File: config.mk
export PLATFORM = sky130hd
export DESIGN_NAME = fm_demod_decimator_flat
export DESIGN_NICKNAME = d
export VERILOG_FILES = /design/src/rtl/fm_demod_decimator_if.sv /design/src/rtl/fm_demod_decimator.sv /design/src/flat_wrapper.sv
export SDC_FILE = /design/constraint.sdc
export NUM_CORES = 1
export LEC_CHECK = 0
export CAP_MARGIN = 20
export CORE_UTILIZATION = 44
export DETAILED_ROUTE_END_ITERATION = 16
export PLACE_DENSITY = 0.7
export SYNTH_ARGS = -nofsm -noshare
export SYNTH_HDL_FRONTEND = slang
export SYNTH_SLANG_ARGS = --single-unit
File: constraint.sdc
create_clock -name clk -period 6.8 [get_ports clk]
set_input_delay 1.02 -clock clk [delete_from_list [all_inputs] [get_ports clk]]
set_output_delay 1.02 -clock clk [all_outputs]
set_load 0.01 [all_outputs]
File: src/rtl/fm_demod_decimator_if.sv
// Sample-stream bundle between the demodulator controller and the decimator:
// input strobe/config and the FIFO drain handshake toward the sample sink.
interface fm_demod_decimator_if #(parameter int FIFO_DEPTH = 4);
   localparam int LEVEL_W = $clog2(FIFO_DEPTH) + 1;

   logic                     enable;
   logic [2:0]               decim;
   logic                     dc_block;
   logic signed [15:0]       signal_in;
   logic signed [15:0]       out_data;
   logic                     out_valid;
   logic                     out_ready;
   logic [LEVEL_W-1:0]       level;
   logic                     overflow;

   modport master (
      output enable, decim, dc_block, signal_in, out_ready,
      input  out_data, out_valid, level, overflow
   );

   modport slave (
      input  enable, decim, dc_block, signal_in, out_ready,
      output out_data, out_valid, level, overflow
   );
endinterface

File: src/rtl/fm_demod_decimator.sv
// Block-average decimator with optional leaky DC removal and a small FWFT
// output FIFO drained over valid/ready.
module fm_demod_decimator #(
   parameter int FIFO_DEPTH = 4,
   parameter int DC_SHIFT   = 8
) (
   input  logic                 clk,
   input  logic                 rst,
   fm_demod_decimator_if.slave  bus
);
   localparam int LEVEL_W = $clog2(FIFO_DEPTH) + 1;
   localparam int PW      = $clog2(FIFO_DEPTH);
   localparam int EW      = 16 + DC_SHIFT;

   logic signed [22:0]  acc;
   logic [6:0]          count;
   logic [2:0]          decim_r;
   logic [2:0]          decim_eff;
   logic [6:0]          last_idx;
   logic signed [22:0]  sum;
   logic signed [22:0]  mean_full;

   logic                s1_valid;
   logic signed [15:0]  s1_mean;

   logic signed [EW-1:0] dc_est;
   logic signed [EW-1:0] est_full;
   logic signed [16:0]   y17;
   logic signed [15:0]   y_sat;
   logic                 s2_valid;
   logic signed [15:0]   s2_y;

   logic [15:0]          mem [FIFO_DEPTH];
   logic [PW-1:0]        wr_ptr;
   logic [PW-1:0]        rd_ptr;
   logic [LEVEL_W-1:0]   level_r;
   logic                 ovf_r;
   logic                 full;
   logic                 pop;
   logic                 push_ok;

   // The block length is taken from the live decim input only at block start.
   assign decim_eff = (count == 7'd0) ? bus.decim : decim_r;
   assign last_idx  = 7'((8'd1 << decim_eff) - 8'd1);
   assign sum       = acc + {{7{bus.signal_in[15]}}, bus.signal_in};
   assign mean_full = sum >>> decim_eff;

   always_ff @(posedge clk or posedge rst) begin
      if (rst) begin
         acc      <= '0;
         count    <= '0;
         decim_r  <= '0;
         s1_valid <= 1'b0;
         s1_mean  <= '0;
      end else begin
         s1_valid <= 1'b0;
         if (bus.enable) begin
            if (count == 7'd0)
               decim_r <= bus.decim;
            if (count == last_idx) begin
               s1_mean  <= mean_full[15:0];
               s1_valid <= 1'b1;
               acc      <= '0;
               count    <= '0;
            end else begin
               acc   <= sum;
               count <= count + 7'd1;
            end
         end
      end
   end

   assign est_full = dc_est >>> DC_SHIFT;
   assign y17      = {s1_mean[15], s1_mean} - est_full[16:0];

   always_comb begin
      y_sat = y17[15:0];
      if (!y17[16] && y17[15])
         y_sat = 16'sh7fff;
      else if (y17[16] && !y17[15])
         y_sat = 16'sh8000;
   end

   always_ff @(posedge clk or posedge rst) begin
      if (rst) begin
         s2_valid <= 1'b0;
         s2_y     <= '0;
         dc_est   <= '0;
      end else begin
         s2_valid <= s1_valid;
         if (!bus.dc_block)
            dc_est <= '0;
         if (s1_valid) begin
            if (bus.dc_block) begin
               s2_y   <= y_sat;
               dc_est <= dc_est + {{(EW-17){y17[16]}}, y17};
            end else begin
               s2_y <= s1_mean;
            end
         end
      end
   end

   // A pop frees the head slot, so a push into a full FIFO succeeds alongside it.
   assign full    = (level_r == LEVEL_W'(FIFO_DEPTH));
   assign pop     = (level_r != '0) && bus.out_ready;
   assign push_ok = s2_valid && (!full || pop);

   always_ff @(posedge clk) begin
      if (push_ok)
         mem[wr_ptr] <= s2_y;
   end

   always_ff @(posedge clk or posedge rst) begin
      if (rst) begin
         wr_ptr  <= '0;
         rd_ptr  <= '0;
         level_r <= '0;
         ovf_r   <= 1'b0;
      end else begin
         if (push_ok)
            wr_ptr <= wr_ptr + PW'(1);
         if (pop)
            rd_ptr <= rd_ptr + PW'(1);
         if (push_ok && !pop)
            level_r <= level_r + LEVEL_W'(1);
         else if (!push_ok && pop)
            level_r <= level_r - LEVEL_W'(1);
         if (s2_valid && !push_ok)
            ovf_r <= 1'b1;
      end
   end

   assign bus.out_valid = (level_r != '0);
   assign bus.out_data  = bus.out_valid ? mem[rd_ptr] : '0;
   assign bus.level     = level_r;
   assign bus.overflow  = ovf_r;
endmodule

File: src/flat_wrapper.sv
// flat-port wrapper written by rule: the top's interface ports become plain ports
module fm_demod_decimator_flat 
#(
   parameter int FIFO_DEPTH = 4,
   parameter int DC_SHIFT   = 8
)
  (clk, rst, bus_enable, bus_decim, bus_dc_block, bus_signal_in, bus_out_ready, bus_out_data, bus_out_valid, bus_level, bus_overflow);
  fm_demod_decimator_if #(.FIFO_DEPTH(FIFO_DEPTH)) bus_i ();
  input  logic clk;
  input  logic rst;
  input wire logic [$bits(bus_i.enable)-1:0] bus_enable;
  input wire logic [$bits(bus_i.decim)-1:0] bus_decim;
  input wire logic [$bits(bus_i.dc_block)-1:0] bus_dc_block;
  input wire logic [$bits(bus_i.signal_in)-1:0] bus_signal_in;
  input wire logic [$bits(bus_i.out_ready)-1:0] bus_out_ready;
  output wire logic [$bits(bus_i.out_data)-1:0] bus_out_data;
  output wire logic [$bits(bus_i.out_valid)-1:0] bus_out_valid;
  output wire logic [$bits(bus_i.level)-1:0] bus_level;
  output wire logic [$bits(bus_i.overflow)-1:0] bus_overflow;
  assign bus_i.enable = bus_enable;
  assign bus_i.decim = bus_decim;
  assign bus_i.dc_block = bus_dc_block;
  assign bus_i.signal_in = bus_signal_in;
  assign bus_i.out_ready = bus_out_ready;
  assign bus_out_data = bus_i.out_data;
  assign bus_out_valid = bus_i.out_valid;
  assign bus_level = bus_i.level;
  assign bus_overflow = bus_i.overflow;
  fm_demod_decimator #(.FIFO_DEPTH(FIFO_DEPTH), .DC_SHIFT(DC_SHIFT)) u_core (.clk(clk), .rst(rst), .bus(bus_i));
endmodule
-- After elaboration in Yosys (flattened, before gate mapping)
Memory sizes are Yosys's and may differ from the RTL's.
Cells that the tools add are included.
Widths: inputs -> output; s select.
- flip-flop bits (word level): 99
- memory bits (writable): 64
- input port bits: 24
- output and inout bits: 21
- word-level logic and storage cells: 59
- memories kept: 1
- memories (memory ; depth ; bits a word ; rd ports ; clocked after Yosys merged registers in ; write ports ; line ; RTL):
    u_core.mem ; 4 ; 16 ; 1 ; 0 ; 1 ; fm_demod_decimator.sv:33 ; logic [15:0] mem [FIFO_DEPTH];
- add/subtract/negate cells: 9
- equality and inequality tests: 2
- shift-type cells: 2
- multiplexer cells: 16
- reduce and logical (&&, ||, !) cells: 17
- operators by type and width (cell ; count):
    $mux 24 ; 3
    $mux 16 ; 4
    $add 24x24->24 ; 1
    $add 23x23->23 ; 1
    $mux 23 ; 1
    $sshr 23x3->16 ; 1
    $sub 16x16->17 ; 1
    $mux 3 ; 3
    $add 7x1->7 const B ; 1
    $eq 7x7->1 ; 1
    $logic_and 1x1->1 ; 7
    $logic_not 7->1 ; 1
    $mux 7 ; 1
    $shl 1x3->7 const A ; 1
    $sub 7x1->7 const B ; 1
    $logic_not 1->1 ; 5
    $add 2x1->2 const B ; 2
    $mux 1 ; 4
    $add 3x1->3 const B ; 1
    $eq 3x3->1 const B ; 1
    $reduce_bool 3->1 ; 1
    $sub 3x1->3 const B ; 1
    $reduce_and 2->1 ; 1
    $reduce_bool 2->1 ; 1
    $logic_or 1x1->1 ; 1

-- Logic depth before layout (Yosys ltp)
Gate-level depths: netlist of the first run.
- word-level depth: 8
- gate-level depth with buffers: 20

-- Worst setup path after synthesis of the first run
OpenSTA, ideal clock, no wires.
- kind: register to register
- start: reg u_core.dc_est[8]
- end: reg u_core.dc_est[23]
- library setup time: 79 ps
- data arrival time: 3856 ps
- required time: 6721 ps
- slack: 2865 ps
- cell stages (with the launch flop): 20
- clock period less this slack: 3935 ps
- path through: dfrtp_1 -> ha_1 -> fa_1 -> nor2b_1 -> o2111ai_1 -> and3_1 -> or2_2 -> o21bai_1 -> a21oi_1 -> xnor2_1 -> ha_1 -> a21oi_1 -> o21ai_0 -> a211oi_1 -> o21a_1 -> o211ai_1 -> a21oi_1 -> a21oi_1 -> mux2i_1 -> mux2i_1
- word-level cells in the longest chain between the ends: 4
- RTL lines (item ; line ; RTL):
    start: declaration ; fm_demod_decimator.sv:26 ; logic signed [EW-1:0] dc_est;
    start signal: assignment ; fm_demod_decimator.sv:96 ; dc_est <= dc_est + {{(EW-17){y17[16]}}, y17};
    $sub 16x16->17 ; fm_demod_decimator.sv:74 ; assign y17 = {s1_mean[15], s1_mean} - est_full[16:0];
    $add 24x24->24 (*) ; fm_demod_decimator.sv:96 ;
    $mux 24 (*) ; fm_demod_decimator.sv:94 ; if (bus.dc_block) begin
    $mux 24 (*) ; fm_demod_decimator.sv:93 ; if (s1_valid) begin
Mark *: on every way between the ends. The rest lies on a longest branch, timed or not.
A chain may end at the register's enable or synchronous reset.

-- Worst setup path in the final report of the first run
- start: reg u_core.count[0]
- end: reg u_core.s1_mean[9]
- word-level cells in the longest chain between the ends: 6
- RTL lines (item ; line ; RTL):
    start: declaration ; fm_demod_decimator.sv:16 ; logic [6:0] count;
    start signal: assignment ; fm_demod_decimator.sv:67 ; count <= count + 7'd1;
    $logic_not 7->1 ; fm_demod_decimator.sv:43 ; assign decim_eff = (count == 7'd0) ? bus.decim : decim_r;
    $mux 3 ; fm_demod_decimator.sv:43 ;
    $shl 1x3->7 ; fm_demod_decimator.sv:44 ; assign last_idx = 7'((8'd1 << decim_eff) - 8'd1);
    $sub 7x1->7 ; fm_demod_decimator.sv:44 ;
    $eq 7x7->1 ; fm_demod_decimator.sv:60 ; if (count == last_idx) begin
    $reduce_and 2->1 (no source line) ; - ;
    end signal: assignment ; fm_demod_decimator.sv:61 ; s1_mean <= mean_full[15:0];
    end: declaration ; fm_demod_decimator.sv:24 ; logic signed [15:0] s1_mean;
Several ways; a longest one is shown, not always the timed one.

==> results of run 1 <==
area by class of cell:
| class | instances | area (µm²) | share of cell area (%) |
|---|---|---|---|
| multi-input combinational | 812 | 6016 | 49.15 |
| clock inverter | 14 | 157.7 | 1.288 |
| sequential | 163 | 4400 | 35.95 |
| tap | 324 | 405.4 | 3.312 |
| inverter | 82 | 310.3 | 2.535 |
| clock buffer | 18 | 429.2 | 3.506 |
| timing repair buffer | 52 | 520.5 | 4.253 |
critical path, cell delays in order, from the launching register on:
cell and delay [ps]:
dfrtp_1 400, inv_1 130, ha_1 180, or4b_4 510, o21ai_1 270, nand2_1 500
nor2_1 310, nand2_1 80, ha_1 280, xor2_1 160, a211oi_1 220, a31oi_1 60
mux2i_1 170, xnor2_1 150, nand4_2 100, buf_4 230, nor2_4 590, mux2_2 410
logic make-up (layout without fill, tap and decap cells):
group	count (synthesis)	in the layout	share of synthesized area [%]
adder cells (fa/ha/maj)	76	76	8.915
flip-flops	163	163	40.19
buffers and inverters	135	166	4.858
multiplexers	64	64	8.115
XOR/XNOR	63	63	5.166
AND/OR/NAND/NOR	315	315	14.98
AO/OA/AOI/OAI	294	294	17.77
power by group through the flow:
stage	combinational [µW]	sequential, µW	clock [µW]
floorplan	2620	1380	0
global placement	3340	1500	0
detailed placement	3360	1510	0
CTS	3390	1490	1000
global route	3780	1500	1040
finish	3450	1470	980
final timing paths:
path	end	slack, ps
max	u_core.s1_mean[9]	1910
min	u_core.bus.overflow	460
max reg2reg	u_core.s1_mean[9]	1910
min reg2reg	u_core.bus.overflow	460
max in group asynchronous	u_core.dc_est[12]	4660
min in group asynchronous	u_core.acc[15]	1080
state kept, by name, summed over array words and instances (netlist names):
name and cells:
u_core.acc 23, u_core.bus.level 3, u_core.bus.overflow 1, u_core.count 7, u_core.dc_est 24, u_core.decim_r 3
u_core.mem 64, u_core.rd_ptr 2, u_core.s1_mean 16, u_core.s1_valid 1, u_core.s2_valid 1, u_core.s2_y 16
u_core.wr_ptr 2
layer usage:
layer,wire length (µm),vias up
li1,-,4106
met1,11350,4018
met2,12200,192
met3,829,36
met4,473,0
met5,0,-
placed cells by master, fill, tap and decap left out, types with 14 or more instances in the layout:
| cell type | instances |
|---|---|
| a21o_1 | 22 |
| a21oi_1 | 71 |
| a31oi_1 | 15 |
| and2_1 | 23 |
| clkbuf_16 | 17 |
| clkdlybuf4s50_1 | 44 |
| dfrtp_1 | 98 |
| edfxtp_1 | 64 |
| ha_1 | 70 |
| inv_1 | 81 |
| mux2i_1 | 34 |
| mux4_2 | 17 |
| nand2_1 | 65 |
| nand3_1 | 37 |
| nor2_1 | 76 |
| nor2b_1 | 25 |
| nor3_1 | 20 |
| o211ai_1 | 22 |
| o21a_1 | 15 |
| o21ai_0 | 59 |
| o221ai_1 | 14 |
| xnor2_1 | 44 |
| xor2_1 | 18 |
per-stage QoR:
stage / std cells / power, µW / utilization (%)
after floorplan: 1110 / 4005 / -
final: 1465 / 5895 / 50.18
after global placement: 1432 / 4840 / 47.66
after CTS: 1464 / 5881 / 50.07
after detailed placement: 1432 / 4868 / 47.66
after global routing: 1465 / 6326 / 50.18
==> metrics.md, run 1 <==
| Metric | Value |
|---|---|
| Sequential share of the synthesized area | `40.19%` |
| Post-synth cell types | `81` |
| Leak Pwr | `0.005069 µW` |
| Initial antenna violation count | `0` |
| # diodes | `0` |
| Startpoint types | `flip-flop` |
| VDD IR max | `0.2135 mV` |
| Setup slack at placement | `1740 ps` |
| Logic pwr share | `58.5%` |
| Synthesized flop and latch total | `163` |
| Status | `complete, no violations` |
| First-pass GRT wire length | `41490 µm` |
| DRC | `0` |
| Final Critical Period | `4888 ps` |
| Total Wirelength | `24860 µm` |
| Die X-Extent | `159.7 µm` |
| First-pass iteration count of the detailed router | `6` |
| Fin. max-slew vios | `0` |
| Num CTS Buffers | `17` |
| # clock sinks | `163` |
| Yosys warning count | `0` |
| Hold Path Origin | `u_core.bus.overflow` |
| Worst setup margin | `1912 ps` |
| Number of global-route vias before repair | `8003` |
| Max Buffers Root-to-Sink | `2` |
| Post-Synthesis Mean Instance Area | `9.862 µm²` |
| Routed Antenna Nets | `0` |
| Final HPWL DP | `17780 µm` |
| Layout cell share with drive strength beyond 1 | `8.326%` |
| Port Buffers | `44` |
| Placeable core region | `0.02439 mm²` |
| CP Max Fanout | `36` |
| Top FF cell, synth | `dfrtp_1` |
| Setup crit end kind | `flip-flop` |
| Area grow syn2layout | `11.81%` |
| Synth Cell Area | `0.01095 mm²` |
| Switching Fraction | `44.77%` |
| GR Layer Usage met1 | `26.27%` |
| H-tree Lvls | `4` |
| Clock group share of total power | `16.6%` |
| Post-synth EDFFs | `64` |
| Synth top cells by count | `dfrtp_1 (99), inv_1 (82), nor2_1 (76)` |
| Maximum clock rate | `204.6 MHz` |
| Clk_lat worst skew | `440 ps` |
| Ys async rst share | `60.74%` |
| Leading area contributor after synthesis | `dfrtp_1` |
| Worst-Margin Slew | `1004 ps` |
| Largest net degree at the start of global routing | `68` |
| Internal | `3256 µW` |
| Cts hold-fix bufs | `0` |
| Routed WL per cell | `16.97 µm` |
| Fin crit share | `71.88%` |
| Worst Clk Skew | `10.47 ps` |
| CTS Root Buffer Type | `clkbuf_16` |
| Resized Gates After CTS | `0` |
| Max_cap viols | `0` |
| M3 GR Usage | `3.740%` |
| Critical Path Source | `u_core.count[0]` |
| Final hold slack | `458.8 ps` |
| GR peak layer | `met2` |
| Synthesized Nets | `1208` |
| Post-CTS Setup Repair Bufs | `0` |
| Worst endpoint required time | `7120 ps` |
| Top post-synthesis cells by area | `dfrtp_1 (23%), edfxtp_1 (18%), ha_1 (8.0%)` |
| RSZ-0062 raised after global routing | `no` |
| Most numerous cell in the Yosys netlist | `dfrtp_1` |
| Post-Place Cell Area | `0.01162 mm²` |
| Via/cell ratio | `5.701` |
| IO Pins | `45` |
| R2r worst-path depth | `17` |
| Met2 Usage GRT | `34.72%` |
| Sequential power share | `24.9%` |
| Final GP Congestion | `0.8726` |
| Via count | `8352` |
| Die area | `0.02551 mm²` |
| Row count | `57` |
| Slew headroom | `32.80%` |
| Die Ht | `159.7 µm` |
| Fin. Hold Viols | `0` |
| Worst-path clk slew | `70 ps` |
| Final nets | `1226` |
| Finished Cell Area | `0.01224 mm²` |
| Reg-to-reg startpoint | `u_core.count[0]` |
| Critical path class | `flip-flop to flip-flop` |
| Critical Path AT | `5210 ps` |
| CTS tree | `built` |
| Initial core utilization | `44.88%` |
| Post-Synthesis Cells | `1110` |
| GRT Residual Overflow | `0` |
| Sum Neg Setup Slack | `0 ps` |
| PD cells | `481.7 mW/mm²` |
| Fill cells | `2254` |
| Top-area cell type share of the netlist area | `22.63%` |
| Hold Crit Class | `flip-flop to flip-flop` |
| Setup violators final | `0` |
| Net Switching | `2639 µW` |
| Number of DRC markers in iteration 0 | `701` |
| Total GRT Usage | `20.23%` |
| Hold depth | `1` |
Note: power is estimated with default switching activity, not from simulation.
==> run 2: changes to the inputs <==
--- a/config.mk
+++ b/config.mk
@@ -8,7 +8,7 @@
 export CAP_MARGIN = 20
 export CORE_UTILIZATION = 44
 export DETAILED_ROUTE_END_ITERATION = 16
-export PLACE_DENSITY = 0.7
+export PLACE_DENSITY = 0.72
 export SYNTH_ARGS = -nofsm -noshare
 export SYNTH_HDL_FRONTEND = slang
 export SYNTH_SLANG_ARGS = --single-unit
==> constraint.sdc (replaced) <==
create_clock -name clk -period 4.1 [get_ports clk]
set_input_delay 0.615 -clock clk [delete_from_list [all_inputs] [get_ports clk]]
set_output_delay 0.615 -clock clk [all_outputs]
set_load 0.01 [all_outputs]
==> metrics.md, run 2 (synthesis results as in run 1) <==
| Metric | Value |
|---|---|
| Status | `complete, no violations` |
| Final GP Congestion | `0.9141` |
| Final nets | `1292` |
| Final total power | `10630 µW` |
| Clk_lat worst skew | `430 ps` |
| Post-Place Cell Area | `0.01201 mm²` |
| Largest net degree at the start of global routing | `79` |
| Routed WL per cell | `16.70 µm` |
| Reg-to-reg startpoint | `u_core.dc_est[8]` |
| Setup slack at placement | `-185.8 ps` |
| H-tree Lvls | `4` |
| Final HPWL DP | `18610 µm` |
| Most common cell after layout, fill and taps aside | `dfrtp_1` |
| Logic pwr share | `61.6%` |
| Number of global-route vias before repair | `8185` |
| Fin. Hold Viols | `0` |
| FF+latch area | `0.004400 mm²` |
| Area grow syn2layout | `18.86%` |
| Cells after DPL | `1483` |
| Initial core utilization | `44.88%` |
| R2r worst-path depth | `18` |
| Total GRT Usage | `19.92%` |
| First-pass GRT wire length | `41100 µm` |
| Clock group share of total power | `15.7%` |
| RSZ-0062 raised after global routing | `yes` |
| Final Critical Period | `4073 ps` |
| CP Max Fanout | `4` |
| Setup violators final | `0` |
| R2r setup slk | `30 ps` |
| Routed Antenna Nets | `0` |
| Hold Crit Class | `primary input to async pin` |
| Reg-to-Reg End | `u_core.dc_est[20]` |
| # diodes | `0` |
| Net Switching | `4592 µW` |
| Via count | `8734` |
| Worst-path clk slew | `80 ps` |
| Fin crit share | `99.35%` |
| Max Buffers Root-to-Sink | `2` |
| Biggest registers after layout | `u_core.mem: 64 flops, u_core.dc_est: 24 flops, u_core.acc: 23 flops` |
| Leak Pwr | `0.005455 µW` |
| Row count | `57` |
| Worst-Margin Slew | `839.1 ps` |
| Critical path class | `flip-flop to flip-flop` |
| Number of DRC markers in iteration 0 | `646` |
| Via/cell ratio | `5.705` |
| Most flops, register | `u_core.mem` |
| Final Util | `53.34%` |
| First-pass iteration count of the detailed router | `5` |
| Total Wirelength | `25570 µm` |
| Port Buffers | `44` |
| Num CTS Buffers | `17` |
| Switching Fraction | `43.19%` |
| Worst Clk Skew | `16.05 ps` |
| Maximum clock rate | `245.5 MHz` |
| CTS Root Buffer Type | `clkbuf_16` |
| Die Ht | `159.7 µm` |
| Internal | `6040 µW` |
| Non-filler instance count after layout | `1531` |
| Multi-input gate area | `0.006237 mm²` |
| Worst setup margin | `26.84 ps` |
| Setup crit end kind | `flip-flop` |
| Die area | `0.02551 mm²` |
| Slew headroom | `44.06%` |
| Finished Cell Area | `0.01301 mm²` |
| Max_cap viols | `0` |
| Critical Path AT | `4390 ps` |
| GRT Residual Overflow | `0` |
| IO Pins | `45` |
| CTS tree | `built` |
| Placeable core region | `0.02439 mm²` |
| Sequential power share | `22.7%` |
| DRC | `0` |
| # clock sinks | `163` |
| Fill cells | `2147` |
| Initial antenna violation count | `0` |
| Layout cell share with drive strength beyond 1 | `16.57%` |
| VDD IR max | `0.3768 mV` |
| Commonest non-fill, non-tap cells in the layout | `dfrtp_1 (98), inv_1 (80), nor2_1 (73), buf_4 (68)` |
| Startpoint types | `flip-flop` |
| Die X-Extent | `159.7 µm` |
| Worst endpoint required time | `4420 ps` |
| Max reg flops | `64` |
| Fin. max-slew vios | `0` |
| PD cells | `817.2 mW/mm²` |
-- run 2: changes by cell type in the layout (fill, tap and decap cells not counted), moves of 4 or more --
cell,previous run,this run
buf_6,0,4
clkinv_8,1,6
a21oi_1,71,63
or2_2,10,6
o21ai_0,59,54
buf_4,7,68
nor2_2,0,4
ha_1,70,65
a21oi_2,0,8
or2_4,0,4
-- run 2: area by class of cell --
class | count | share of cell area, %
clock inverter | 15 | 1.606
multi-input combinational | 813 | 47.94
sequential | 163 | 33.82
inverter | 82 | 2.385
clock buffer | 17 | 3.270
timing repair buffer | 117 | 7.866
tap | 324 | 3.116
-- run 2: worst max path at each step --
stage                     cells after the start                end               from
final                                        18  u_core.dc_est[20]   u_core.dc_est[8]
after global routing                         18  u_core.dc_est[20]   u_core.dc_est[8]
after CTS                                    17  u_core.dc_est[20]  u_core.s1_mean[1]
after detailed placement                     20  u_core.dc_est[21]   u_core.dc_est[8]
after global placement                       21  u_core.dc_est[21]  u_core.s1_mean[0]
after floorplan                              19  u_core.dc_est[23]   u_core.dc_est[8]
-- run 2: critical path: stages, from the launching register on --
cell and delay, ps:
dfrtp_1 420, ha_4 180, fa_2 390, nor2b_2 150
o2111ai_2 150, and3_4 220, or2_4 280, o21ai_2 130
xor2_1 230, ha_2 350, buf_6 130, a21o_1 150
a21oi_2 150, nor2_1 60, a221o_1 310, o311a_1 320
nor2_2 130, nand4_1 100, o221ai_1 110
-- run 2: through the flow --
step           hold slack [ps]  setup TNS (ps)
3_3_place_gp             444.0          -191.2
6_report                 429.5               0
5_1_grt                  421.3          -607.8
2_1_floorplan            388.9               0
4_1_cts                  468.2               0
3_5_place_dp             445.0          -811.9
-- run 2: power groups by stage --
stage               clock network, µW  registers [µW]  logic [µW]
global placement                    0            2420        5950
global route                     1770            2450        7130
detailed placement                  0            2430        6010
finish                           1670            2410        6550
floorplan                           0            2300        4350
CTS                              1710            2400        6150
-- run 2: repair_timing --
item                                    4_1_cts  5_1_grt
setup buffers                                 4       10
endpoints found under the setup margin        7       28
pin swaps                                    13       36
hold buffers                                  0        0
cloned                                        0        1
endpoints found under the hold margin         0        0
gates resized for setup                      15       40
-- run 2: routing by layer --
metal | global-route usage (%) | up-vias | share of wire, %
met3 | 2.416 | 27 | 4.0
met5 | 0 | - | 0
li1 | - | 4251 | -
met4 | 6.031 | 0 | 1.4
met2 | 35.11 | 243 | 50
met1 | 25.48 | 4213 | 45
==> run 3: changes to the inputs <==
--- a/config.mk
+++ b/config.mk
@@ -5,9 +5,11 @@
 export SDC_FILE = /design/constraint.sdc
 export NUM_CORES = 1
 export LEC_CHECK = 0
+export ABC_AREA = 1
 export CAP_MARGIN = 20
 export CORE_UTILIZATION = 44
 export DETAILED_ROUTE_END_ITERATION = 16
+export GPL_ROUTABILITY_DRIVEN = 0
 export PLACE_DENSITY = 0.72
 export SYNTH_ARGS = -nofsm -noshare
 export SYNTH_HDL_FRONTEND = slang
==> metrics.md, run 3 <==
| Metric | Value |
|---|---|
| Status | `complete, no violations` |
| Most common cell after layout, fill and taps aside | `nand2_1` |
| Post-Synthesis Mean Instance Area | `7.198 µm²` |
| Total Wirelength | `29040 µm` |
| CP Max Fanout | `9` |
| Critical Path Slowest Stage Cell | `ha_1` |
| Fin. Hold Viols | `0` |
| Finished Cell Area | `0.01294 mm²` |
| Worst Clk Skew | `13.15 ps` |
| Max_cap viols | `0` |
| Num CTS Buffers | `17` |
| Leak Pwr | `0.006461 µW` |
| Final hold slack | `476.6 ps` |
| Fin. max-slew vios | `0` |
| Via/cell ratio | `5.299` |
| Routed WL per cell | `14.64 µm` |
| Hold Crit Class | `flip-flop to flip-flop` |
| Final HPWL DP | `21350 µm` |
| Synth top cells by count | `nand2_1 (462), inv_1 (200), nor2_1 (160)` |
| Number of DRC markers in iteration 0 | `840` |
| Port Buffers | `44` |
| Die Ht | `164.0 µm` |
| Die area | `0.02689 mm²` |
| Row count | `58` |
| Total GRT Usage | `22.63%` |
| Post-Synthesis Cells | `1604` |
| Resized Gates After CTS | `0` |
| Number of global-route vias before repair | `9810` |
| Critical Path AT | `4070 ps` |
| Initial core utilization | `45.33%` |
| Synth Cell Area | `0.01155 mm²` |
| Most numerous cell in the Yosys netlist | `nand2_1` |
| CTS tree | `built` |
| Max reg flops | `64` |
| Post-synth cell types | `51` |
| Hold depth | `1` |
| VDD IR max | `0.4565 mV` |
| Worst-path clk slew | `70 ps` |
| Max Buffers Root-to-Sink | `2` |
| Top FF cell, synth | `dfrtp_1` |
| Slew headroom | `37.58%` |
| H-tree Lvls | `4` |
| Reg-to-Reg End | `u_core.dc_est[23]` |
| Critical path class | `flip-flop to flip-flop` |
| Post-synth EDFFs | `64` |
| Ys async rst share | `60.74%` |
| CTS Root Buffer Type | `clkbuf_16` |
| Largest stage delay on the critical path | `450 ps` |
| Fin crit share | `91.42%` |
| Final Critical Period | `3748 ps` |
| Most flops, register | `u_core.mem` |
| Hold Path Origin | `u_core.bus.overflow` |
| Largest net degree at the start of global routing | `65` |
| Commonest non-fill, non-tap cells in the layout | `nand2_1 (462), inv_1 (199), nor2_1 (160), nand3_1 (143)` |
| Post-Place Cell Area | `0.01235 mm²` |
| Biggest registers after layout | `u_core.mem: 64 flops, u_core.dc_est: 24 flops, u_core.acc: 23 flops` |
| Synthesized flop and latch total | `163` |
| Initial antenna violation count | `0` |
| Routed Antenna Nets | `0` |
| GRT Residual Overflow | `0` |
| Post-CTS Setup Repair Bufs | `0` |
| Area grow syn2layout | `12.05%` |
| Buf/Inv on CP | `3` |
| Die X-Extent | `164.0 µm` |
| R2r setup slk | `350 ps` |
| R2r worst-path depth | `21` |
| RSZ-0062 raised after global routing | `no` |
| Maximum clock rate | `266.8 MHz` |
| Cts hold-fix bufs | `0` |
| DRC | `0` |
| Worst-Margin Slew | `935.3 ps` |
| Sum Neg Setup Slack | `0 ps` |
| Layout cell share with drive strength beyond 1 | `4.897%` |
| Placeable core region | `0.02547 mm²` |
| Leading area contributor after synthesis | `dfrtp_1` |
| First-pass iteration count of the detailed router | `5` |
| Sequential share of the synthesized area | `38.10%` |
| Worst endpoint required time | `4420 ps` |
| Setup violators final | `0` |
| Synthesized Nets | `1702` |
| Top post-synthesis cells by area | `dfrtp_1 (21%), edfxtp_1 (17%), nand2_1 (15%)` |
| Yosys warning count | `0` |
| Worst Hold Path EP | `u_core.bus.overflow` |
| PD cells | `843.9 mW/mm²` |
| # diodes | `0` |
| Clk_lat worst skew | `430 ps` |
| First-pass GRT wire length | `47830 µm` |
| Top-area cell type share of the netlist area | `21.46%` |
| IO Pins | `45` |
| Reg-to-reg startpoint | `u_core.s1_mean[0]` |
| # clock sinks | `163` |
| Critical path, cell by cell | `inv_1 > ha_1 > fa_1 > inv_1 > nand3_1 > nand2_1 > nand2_1 > nand3_1 > nand3_1 > nand3_1 > nand2_1 > ha_1 > nand2_1 > nor2_1 > nand2_1 > or2_2 > nand3_1 > nand3b_1 > nand3_1 > nand2_1 > inv_1` |
| Family with the most delay on the worst path | `simple AND/OR/NAND/NOR gates` |
| Setup crit end kind | `flip-flop` |
| Final nets | `1739` |
| Via count | `10510` |
| Startpoint types | `flip-flop` |
-- run 3: worst max-delay path by stage --
| stage | startpoint | to | slack (ps) | cells after the start |
|---|---|---|---|---|
| 3_3_place_gp | u_core.dc_est[8] | u_core.dc_est[23] | 520 | 20 |
| 3_5_place_dp | u_core.dc_est[8] | u_core.dc_est[23] | 440 | 20 |
| 6_report | u_core.s1_mean[0] | u_core.dc_est[23] | 350 | 21 |
| 2_1_floorplan | u_core.dc_est[8] | u_core.dc_est[23] | 810 | 20 |
| 4_1_cts | u_core.s1_mean[0] | u_core.dc_est[23] | 400 | 21 |
| 5_1_grt | u_core.s1_mean[0] | u_core.dc_est[23] | 2 | 21 |
-- run 3: kinds of logic (layout without fill, tap and decap cells) --
logic type	count (synthesis)	count (layout)	share of synthesized area, %
xor+xnor	38	38	2.883
simple gates	833	833	30.50
flops	163	163	38.10
compound gates	244	244	11.61
mux	2	2	0.1842
fa+ha+maj	74	74	8.279
buf+inv	250	300	8.442
-- run 3: power by group --
group	internal [µW]	switching, µW	total, µW
Sequential	2060	327	2390
Clock	868	753	1620
Combinational	2520	4390	6910
-- run 3: worst register-to-register path, stage by stage, from the launching register on --
cell and delay (ps):
dfrtp_1 400, inv_1 60, ha_1 210, fa_1 400, inv_1 70, nand3_1 60, nand2_1 120, nand2_1 70
nand3_1 160, nand3_1 150, nand3_1 110, nand2_1 240, ha_1 460, nand2_1 130, nor2_1 220, nand2_1 100
or2_2 300, nand3_1 100, nand3b_1 110, nand3_1 70, nand2_1 80, inv_1 40
-- run 3: per-stage QoR --
step                      cells  worst slack (ps)  util, %  power [µW]
final                      1984             351.8    50.79       10920
after global routing       1984             1.954    50.79       11870
after CTS                  1984             398.1    50.79       10850
after detailed placement   1952             444.1    48.48        9176
after global placement     1952             516.9    48.48        9035
after floorplan            1604             810.8        -        7445
-- run 3: area by class of cell --
| type | instances | area [µm²] |
|---|---|---|
| fill | 2433 | 12530 |
| multi-input combinational | 1191 | 6172 |
| sequential | 163 | 4399 |
| inverter | 206 | 777.0 |
| timing repair buffer | 62 | 588.1 |
| clock buffer | 17 | 425.4 |
| tap | 330 | 412.9 |
| clock inverter | 15 | 162.7 |
-- run 3: per-layer routing --
layer | share of wire (%) | GRT usage [%] | vias up
met5 | 0 | 0 | -
met4 | 2.8 | 8.207 | 0
met3 | 4.4 | 2.980 | 59
met2 | 46 | 37.56 | 278
met1 | 47 | 30.11 | 4877
li1 | - | - | 5299
